`src/rtl/branch_merger.sv`:
```
// Round-robin merger of per-branch result channels into one registered output
// slot. Optional build macro BRANCH_MERGER_ORDERED_EN restricts eligibility to
// the branch whose commit id matches the next expected id, so results commit
// in order.
`ifndef N_INSTR_BRANCHES
`define N_INSTR_BRANCHES 4
`endif
`ifndef COMMIT_ID_WIDTH
`define COMMIT_ID_WIDTH 4
`endif

module branch_merger #(
  parameter int data_width = 16,
  parameter int full_width = 2*data_width+8,
  parameter int n_branches = `N_INSTR_BRANCHES,
  localparam int CW = `COMMIT_ID_WIDTH,
  localparam int BW = (n_branches > 1) ? $clog2(n_branches) : 1
) (
  input  logic                                clk,
  input  logic                                reset,
  input  logic                                enable,
  input  logic [n_branches-1:0]               in_valid,
  output logic [n_branches-1:0]               in_ready,
  input  logic [n_branches*data_width-1:0]    in_result,
  input  logic [n_branches*4-1:0]             in_dest,
  input  logic [n_branches*8-1:0]             in_res_addr,
  input  logic [n_branches*CW-1:0]            in_commit_id,
  input  logic [n_branches-1:0]               in_commit_flag,
  input  logic [n_branches-1:0]               in_writes_external,
  input  logic [n_branches*full_width-1:0]    in_accumulator,
  output logic                                out_valid,
  input  logic                                out_ready,
  output logic [data_width-1:0]               result_out,
  output logic [3:0]                          dest_out,
  output logic [7:0]                          res_addr_out,
  output logic [CW-1:0]                       commit_id_out,
  output logic                                commit_flag_out,
  output logic                                writes_external_out,
  output logic signed [full_width-1:0]        accumulator_out,
  output logic [BW-1:0]                       src_branch_out
);

  logic                         out_valid_q, out_valid_d;
  logic [data_width-1:0]        result_q, result_d;
  logic [3:0]                   dest_q, dest_d;
  logic [7:0]                   res_addr_q, res_addr_d;
  logic [CW-1:0]                commit_id_q, commit_id_d;
  logic                         commit_flag_q, commit_flag_d;
  logic                         wext_q, wext_d;
  logic signed [full_width-1:0] acc_q, acc_d;
  logic [BW-1:0]                src_q, src_d;
  logic [BW-1:0]                last_grant_q, last_grant_d;
`ifdef BRANCH_MERGER_ORDERED_EN
  logic [CW-1:0]                expected_id_q, expected_id_d;
`endif

  logic [n_branches-1:0] eligible;
  logic                  slot_free;
  logic                  grant;
  logic [BW-1:0]         grant_idx;

  // Eligibility per branch; in ordered mode only the expected commit id may go
  always_comb begin
    eligible = '0;
    for (int i = 0; i < n_branches; i++) begin
`ifdef BRANCH_MERGER_ORDERED_EN
      eligible[i] = in_valid[i] && (in_commit_id[i*CW +: CW] == expected_id_q);
`else
      eligible[i] = in_valid[i];
`endif
    end
  end

  // Round-robin search starting just above the last granted branch
  always_comb begin
    int idx;
    logic found;
    idx       = 0;
    found     = 1'b0;
    grant_idx = '0;
    for (int k = 1; k <= n_branches; k++) begin
      idx = int'(last_grant_q) + k;
      if (idx >= n_branches) idx = idx - n_branches;
      if (!found && eligible[idx]) begin
        found     = 1'b1;
        grant_idx = BW'(idx);
      end
    end
    slot_free = ~out_valid_q | out_ready;
    grant     = enable & slot_free & found;
    in_ready  = '0;
    if (grant) in_ready[grant_idx] = 1'b1;
  end

  // Next state of the output slot and arbitration/ordering state
  always_comb begin
    out_valid_d   = out_valid_q;
    result_d      = result_q;
    dest_d        = dest_q;
    res_addr_d    = res_addr_q;
    commit_id_d   = commit_id_q;
    commit_flag_d = commit_flag_q;
    wext_d        = wext_q;
    acc_d         = acc_q;
    src_d         = src_q;
    last_grant_d  = last_grant_q;
`ifdef BRANCH_MERGER_ORDERED_EN
    expected_id_d = expected_id_q;
`endif
    if (reset) begin
      out_valid_d   = 1'b0;
      result_d      = '0;
      dest_d        = '0;
      res_addr_d    = '0;
      commit_id_d   = '0;
      commit_flag_d = 1'b0;
      wext_d        = 1'b0;
      acc_d         = '0;
      src_d         = '0;
      last_grant_d  = BW'(n_branches - 1);
`ifdef BRANCH_MERGER_ORDERED_EN
      expected_id_d = '0;
`endif
    end else if (grant) begin
      out_valid_d   = 1'b1;
      result_d      = in_result[int'(grant_idx)*data_width +: data_width];
      dest_d        = in_dest[int'(grant_idx)*4 +: 4];
      res_addr_d    = in_res_addr[int'(grant_idx)*8 +: 8];
      commit_id_d   = in_commit_id[int'(grant_idx)*CW +: CW];
      commit_flag_d = in_commit_flag[grant_idx];
      wext_d        = in_writes_external[grant_idx];
      acc_d         = in_accumulator[int'(grant_idx)*full_width +: full_width];
      src_d         = grant_idx;
      last_grant_d  = grant_idx;
`ifdef BRANCH_MERGER_ORDERED_EN
      if (in_commit_flag[grant_idx]) expected_id_d = expected_id_q + 1'b1;
`endif
    end else if (enable && out_valid_q && out_ready) begin
      out_valid_d = 1'b0;
    end
  end

  // State registers (reset folded into the next-state logic)
  always_ff @(posedge clk) begin
    out_valid_q   <= out_valid_d;
    result_q      <= result_d;
    dest_q        <= dest_d;
    res_addr_q    <= res_addr_d;
    commit_id_q   <= commit_id_d;
    commit_flag_q <= commit_flag_d;
    wext_q        <= wext_d;
    acc_q         <= acc_d;
    src_q         <= src_d;
    last_grant_q  <= last_grant_d;
`ifdef BRANCH_MERGER_ORDERED_EN
    expected_id_q <= expected_id_d;
`endif
  end

  assign out_valid           = out_valid_q;
  assign result_out          = result_q;
  assign dest_out            = dest_q;
  assign res_addr_out        = res_addr_q;
  assign commit_id_out       = commit_id_q;
  assign commit_flag_out     = commit_flag_q;
  assign writes_external_out = wext_q;
  assign accumulator_out     = acc_q;
  assign src_branch_out      = src_q;

endmodule

```
`config.mk`:
```
export PLATFORM = sky130hd
export DESIGN_NAME = branch_merger
export DESIGN_NICKNAME = d
export VERILOG_FILES = /design/src/rtl/branch_merger.sv
export SDC_FILE = /design/constraint.sdc
export NUM_CORES = 1
export LEC_CHECK = 0
export CAP_MARGIN = 15
export CORE_AREA = 2 2 148 150
export CTS_CLUSTER_SIZE = 40
export DETAILED_ROUTE_END_ITERATION = 8
export DIE_AREA = 0 0 150 152
export GPL_ROUTABILITY_DRIVEN = 0
export SETUP_SLACK_MARGIN = 0.4
export SYNTH_ARGS = -nofsm -noshare
export SYNTH_HDL_FRONTEND = slang
export SYNTH_SLANG_ARGS = --single-unit
```
`constraint.sdc`:
```
create_clock -name clk -period 1.7 [get_ports clk]
set_input_delay 0.17 -clock clk [delete_from_list [all_inputs] [get_ports clk]]
set_output_delay 0.17 -clock clk [all_outputs]
set_load 0.005 [all_outputs]
```
======== Word-level counts from Yosys, hierarchy flattened ========
Cells that the tools add are included.
storage, ports and cells
  bits in registers ....................... 79
  latch bits .............................. 0
  memory bits (writable) .................. 0
  bits in read-only memories .............. 0
  input bits .............................. 304
  output and inout port bits .............. 81
  logic and storage cells ................. 81
  memories kept ........................... 0
operators by class
  $add $sub $neg .......................... 8
  multipliers ............................. 1
  divide/modulo/power cells ............... 0
  magnitude comparators ................... 10
  equal/unequal tests ..................... 0
  shift-type cells ........................ 5
  multiplexer cells ....................... 33
  bitwise operators ....................... 4
  reductions and logical operators ........ 10
operators with widths
  cell                                                                           count
  160-bit by 9-bit indexed part select with 40-bit output                        1
  32-bit by 4-bit less-than comparator with 1-bit output, second input constant  4
  32-bit two-way mux                                                             4
  64-bit by 7-bit indexed part select with 16-bit output                         1
  16-bit by 5-bit indexed part select with 4-bit output                          2
  32-bit by 6-bit indexed part select with 8-bit output                          1
  1-bit two-way mux                                                              17
  1-bit binary-select mux with 2-bit select                                      6
  3-bit by 3-bit subtractor with 4-bit output, second input constant             3
  3-bit >= comparator, second input constant                                     3
  2-bit two-way mux                                                              4
  2-bit by 2-bit adder with 3-bit output, second input constant                  2
  1-bit logical AND                                                              6
  2-bit by 3-bit multiplier with 5-bit output, second input constant             1
  4-bit by 3-bit subtractor with 5-bit output, second input constant             1
  2-bit by 3-bit adder with 4-bit output, second input constant                  1
  4-bit by 3-bit >= comparator with 1-bit output, second input constant          1
  4-bit two-way mux                                                              1
  2-bit by 1-bit adder with 3-bit output, second input constant                  1
  1-bit logical NOT                                                              3
  2-bit by 3-bit less-than comparator with 1-bit output, second input constant   1
  1-bit AND                                                                      2
  1-bit demux with 2-bit select                                                  1
  2-bit by 1-bit >= comparator with 1-bit output, second input constant          1
  other kinds (3)                                                                3

======== Depth between registers and ports, before layout ========
Gate-level depths: netlist of run 1.
  word-level depth ........................ 21
  mapped depth ............................ 7
  depth with buffers taken out ............ 5

======== Least setup slack after synthesis of run 1 ========
No wires, ideal clock.
  kind .................................... register to register
  from .................................... register out_valid_q (netlist: out_valid)
  to ...................................... register result_q[0] (netlist: result_out[0])
  setup time .............................. 0.062 ns
  arrival ................................. 1.587 ns
  data required time ...................... 1.638 ns
  slack ................................... 0.051 ns
  cell stages (with the launch flop) ...... 8
  path buffers ............................ 2
  clock period less this slack ............ 1.649 ns
  cell sequence ........................... dfxtp_1 > nor2b_1 > or3_1 > a311oi_2 > buf_6 > buf_2 > a22oi_1 > nand3_1
between the ends
  cells in the longest elaborated chain, start to end .. 4
RTL lines
  what                      line  RTL
  start: declaration        43    logic out_valid_q, out_valid_d;
  start signal: assignment  145   out_valid_q <= out_valid_d;
  1-bit inverter            89    slot_free = ~out_valid_q | out_ready;
  1-bit bitwise OR          89
  1-bit AND (2 in series)   90    grant = enable & slot_free & found;
  end signal: assignment    146   result_q <= result_d;
  end: declaration          44    logic [data_width-1:0] result_q, result_d;
No other way between the ends.
A chain may end at the register's enable or synchronous reset.

======== Final worst setup path of run 1 ========
  from .................................... register last_grant_q[0]
  to ...................................... register res_addr_q[4] (netlist: res_addr_out[4])
between the ends
  cells in the longest elaborated chain, start to end .. 17
  elaborated cells on any way between the ends .. 44
  those cells by class .................... add/sub: 8; order compare: 4; shift: 1; mux: 24; bitwise: 1; reduce/logical: 6
RTL lines
  what                                                                                       line     RTL
  start: declaration                                                                         52       logic [BW-1:0] last_grant_q, last_grant_d;
  start signal: assignment                                                                   154      last_grant_q <= last_grant_d;
  2-bit by 1-bit adder with 3-bit output                                                     82       idx = int'(last_grant_q) + k;
  3-bit by 3-bit subtractor with 4-bit output / 3-bit >= comparator (equally long branches)  83       if (idx >= n_branches) idx = idx - n_branches;
  32-bit two-way mux                                                                         83
  1-bit binary-select mux with 2-bit select                                                  84       if (!found && eligible[idx]) begin
  1-bit two-way mux (implied by the code) (2 in series)                                      84
  1-bit two-way mux                                                                          84
  1-bit logical NOT                                                                          84
  1-bit logical AND                                                                          84
  1-bit two-way mux                                                                          84
  1-bit logical NOT                                                                          84
  1-bit logical AND                                                                          84
  1-bit two-way mux                                                                          84
  1-bit logical NOT                                                                          84
  1-bit logical AND                                                                          84
  2-bit two-way mux / 1-bit two-way mux (equally long branches)                              84
  32-bit by 6-bit indexed part select with 8-bit output / 1-bit AND (equally long branches)  128, 90
  end signal: assignment                                                                     148      res_addr_q <= res_addr_d;
  end: declaration                                                                           46       logic [7:0] res_addr_q, res_addr_d;
Several ways; a longest one is shown, not always the timed one. The select of a mux whose other input is x is not followed.

==> results.yml, run 1 <==
clock_network:
  clkLatencyLatePin_ns: 0.34
  cts-htree-levels: 3
  numClockSinks: 79
  cts_max_path_buffers: 2
  clock_tree.root_cell: "clkbuf_16"
  clock_slew_at_the_register_clock_pins_of_the_worst_setup_and_hold_paths_ns: 0.07
  cts_buffers: 9
  cts_hold_repair.buffers: 0
  tritoncts: "yes"
critical_path:
  critical-path-max-stage-delay_ns: 0.35
  worst_ep_required_time_ns: 1.99
  crit_chain: "and2b_2, o221ai_4, buf_6, buf_6, buf_12, buf_12, clkbuf_16, nand3_1, mux2_4, nand3_2"
  crit-reg2reg-capture: "res_addr_out[4]$_SDFFE_PP0P_"
  critical_path_arrival_ns: 2.19
  worstRegToRegCells: 10
  critical_path_peak_fanout: 7
  r2r_slack_ns: -0.20
  cp-startpoint: "last_grant_q[0]$_SDFFE_PP1P_"
  critPathSlowestCell: "dfxtp_2"
  start_kind: "flip-flop"
  timing.critical_path.to: "res_addr_out[4]$_SDFFE_PP0P_"
  category_of_the_most_critical_setup_path: "flip-flop to flip-flop"
  regToRegStartpoint: "last_grant_q[0]$_SDFFE_PP1P_"
  cp-end-kind: "flip-flop"
synth:
  yosys-top-cells-area: "dfxtp_1, nand3_1, mux2_2, a22oi_1, buf_2"
  synth.yosys.warnings: 0
  yosys-top-cells-count: "nand3_1, dfxtp_1, mux2_2"
  synth.net_count: 941
  ys.flop_type: "dfxtp_1"
  seq_area_frac_synth: 0.309
  postSynth.asyncResetShare: 0
  syn_area_um2: 5120
  synthDominantCellAreaShare: 0.309
  cell_with_the_most_instances_after_synthesis: "nand3_1"
  post-synth-top-area-cell: "dfxtp_1"
  number_of_synthesized_flops_with_an_enable_pin: 0
  synth.avg_cell_area_um2: 8.04
  netlist-cell-type-count: 31
  cell_count_after_synthesis: 637
  yosys_reg_bits: 79
run:
  drv.max_cap_violation_count: 0
timing:
  maxClockFrequency_mhz: 526
  setup-violations-final: 78
  slew_margin_rel: 0.808
  setup_total_negative_slack_ns: -9.88
  clock_period_minus_final_worst_setup_slack_ns: 1.90
  clock_skew_ns: 0.00798
  drv_slew: 0
  final.period_utilization: 1.12
  least_setup_slack_across_all_paths_after_layout_ns: -0.201
  tightest_slew_ns: 0.289
  timing.final.hold_violations: 0
  unrepaired_setup_endpoints_after_global_routing: "yes"
min_path:
  worst_hold_path_class: "primary input to flip-flop"
detailed_routing:
  route.antenna.remaining_nets: 0
  drcViolationCount: 0
  detail_route.first_pass.iterations: 4
  post_drt_wl_per_cell_um: 19.8
  vias: 6700
  finalWirelength_mm: 26.5
  starting_drc_count_in_detailed_routing: 239
  vias_per_cell: 5.01
cells_and_area:
  final.fill_count: 2013
  layout.nets: 1355
  layout-area-overhead-vs-synth_pct: 119
  final_cell_count_no_fill: 1337
  drive_above_1_share: 0.296
  final_util: 0.525
  post-route-cell-area_um2: 11200
global_routing:
  first_global_vias: 6603
  overflow: 0
  grt_max_degree: 41
  antenna_violations_before_repair: 1
  overall_fraction_of_global_route_tracks_in_use: 0.216
  grt_pass1_wl_mm: 38.2
outcome:
  failed_checks: "negative setup slack"
  run_status: "complete, but fails checks"
place:
  dp.cells: 1292
  place.detailed.hpwl_mm: 17.9
  buffer_ports.inserted: 384
  placed_area_um2: 9770
power:
  power_density_over_the_cells_nw_per_um2: 654
  leakagePower_nw: 4.69
  irDropWorstVdd_uv: 421
floorplan:
  placeableCoreArea_um2: 21400
  dieArea_um2: 22800
  io-pin-count: 385
  effective_utilization_at_floorplan: 0.240
  die_span_y_um: 152
  rows: 54
  floorplan.die.width_um: 150
[cells in the final DEF, fill, tap and decap left out, types with 3 or more instances in the layout]
| master | Yosys | final |
|---|---|---|
| clkdlybuf4s50_1 | 0 | 300 |
| nand3_1 | 298 | 227 |
| nand3_2 | 0 | 68 |
| dlygate4sd2_1 | 0 | 67 |
| dfxtp_1 | 79 | 66 |
| a22oi_1 | 64 | 48 |
| mux2_2 | 74 | 46 |
| buf_4 | 9 | 35 |
| mux2_4 | 0 | 28 |
| buf_12 | 0 | 28 |
| a22oi_2 | 10 | 26 |
| buf_6 | 2 | 15 |
| dlymetal6s2s_1 | 0 | 14 |
| dfxtp_2 | 0 | 13 |
| clkbuf_16 | 0 | 13 |
| buf_16 | 0 | 7 |
| nor2_1 | 10 | 5 |
| nand2_1 | 4 | 3 |
| nor2_4 | 0 | 3 |
| o21ai_0 | 3 | 3 |
| nand3_4 | 0 | 3 |
| clkinvlp_4 | 0 | 3 |
[logic make-up after synthesis]
| logic type | count (synthesis) | synth area share |
|---|---|---|
| AO/OA/AOI/OAI | 86 | 0.140 |
| buffers and inverters | 73 | 0.0701 |
| flip-flops | 79 | 0.309 |
| multiplexers | 74 | 0.163 |
| AND/OR/NAND/NOR | 325 | 0.318 |
[stage by stage]
stage	hold WS [ns]	setup slack [ns]	total power, mW
after floorplan	0.239	0.152	3.22
after global placement	0.470	-0.508	4.85
after detailed placement	0.478	-0.543	4.87
after CTS	0.386	-0.192	7.20
after global routing	0.404	-0.265	7.66
final	0.398	-0.201	7.33
[repair_timing]
| action | 4_1_cts | 5_1_grt |
|---|---|---|
| setup endpoints to repair | 159 | 97 |
| cloned | 7 | 4 |
| pin swaps | 27 | 16 |
| buffers inserted | 16 | 1 |
| gates resized for setup | 178 | 90 |
[cell type report]
type | instances | area (um2) | area share
Antenna cell | 1 | 2.50 | 0.000223
Clock inverter | 5 | 57.6 | 0.00514
Clock buffer | 11 | 243 | 0.0217
Tap cell | 280 | 350 | 0.0313
Sequential cell | 79 | 1600 | 0.143
Inverter | 1 | 3.75 | 0.000335
Timing Repair Buffer | 475 | 5120 | 0.457
Multi-Input combinational cell | 485 | 3830 | 0.342
[power breakdown]
part | total (mW) | switching [mW] | internal, mW
Combinational | 3.04 | 1.21 | 1.83
Sequential | 2.23 | 0.137 | 2.10
Clock | 2.05 | 0.872 | 1.18
Total | 7.33 | 2.22 | 5.11
[how the worst min path moves through the flow]
| stage | start | to | slack (ns) | cells after the start |
|---|---|---|---|---|
| 3_3_place_gp | result_out[2]$_SDFFE_PP0P_ | result_out[2]$_SDFFE_PP0P_ | 0.47 | 2 |
| 4_1_cts | in_accumulator[102] | accumulator_out[22]$_SDFFE_PP0P_ | 0.39 | 3 |
| 5_1_grt | in_res_addr[21] | res_addr_out[5]$_SDFFE_PP0P_ | 0.40 | 3 |
| 2_1_floorplan | reset | out_valid$_SDFFE_PP0P_ | 0.24 | 1 |
| 6_report | in_res_addr[23] | res_addr_out[7]$_SDFFE_PP0P_ | 0.40 | 3 |
| 3_5_place_dp | commit_id_out[2]$_SDFFE_PP0P_ | commit_id_out[2]$_SDFFE_PP0P_ | 0.48 | 2 |
[critical path: cells and delay by family, from the launching register on]
kind            cells  cell delay, ns
buf+inv             5            0.64
flops               1            0.35
mux                 1            0.27
compound gates      1            0.19
simple gates        3            0.39
[sequential cells by signal (all words and copies together) (netlist names)]
register / flops
accumulator_out: 40
result_out: 16
res_addr_out: 8
commit_id_out: 4
dest_out: 4
last_grant_q: 2
src_branch_out: 2
commit_flag_out: 1
out_valid: 1
writes_external_out: 1
[layer usage]
metal,vias up,track usage,share of wire
met3,40,0.0336,0.062
met4,0,0.0750,0.026
met2,264,0.371,0.48
met5,-,0,0
li1,3239,-,-
met1,3157,0.272,0.43
Power figures use the tool's default switching activity.
==> inputs of run 2 (changes only) <==
Settings changed: HOLD_SLACK_MARGIN from default to 0.06.
==> results of run 2 <==
The final DEF is identical to that of run 1; final timing and power are the same.
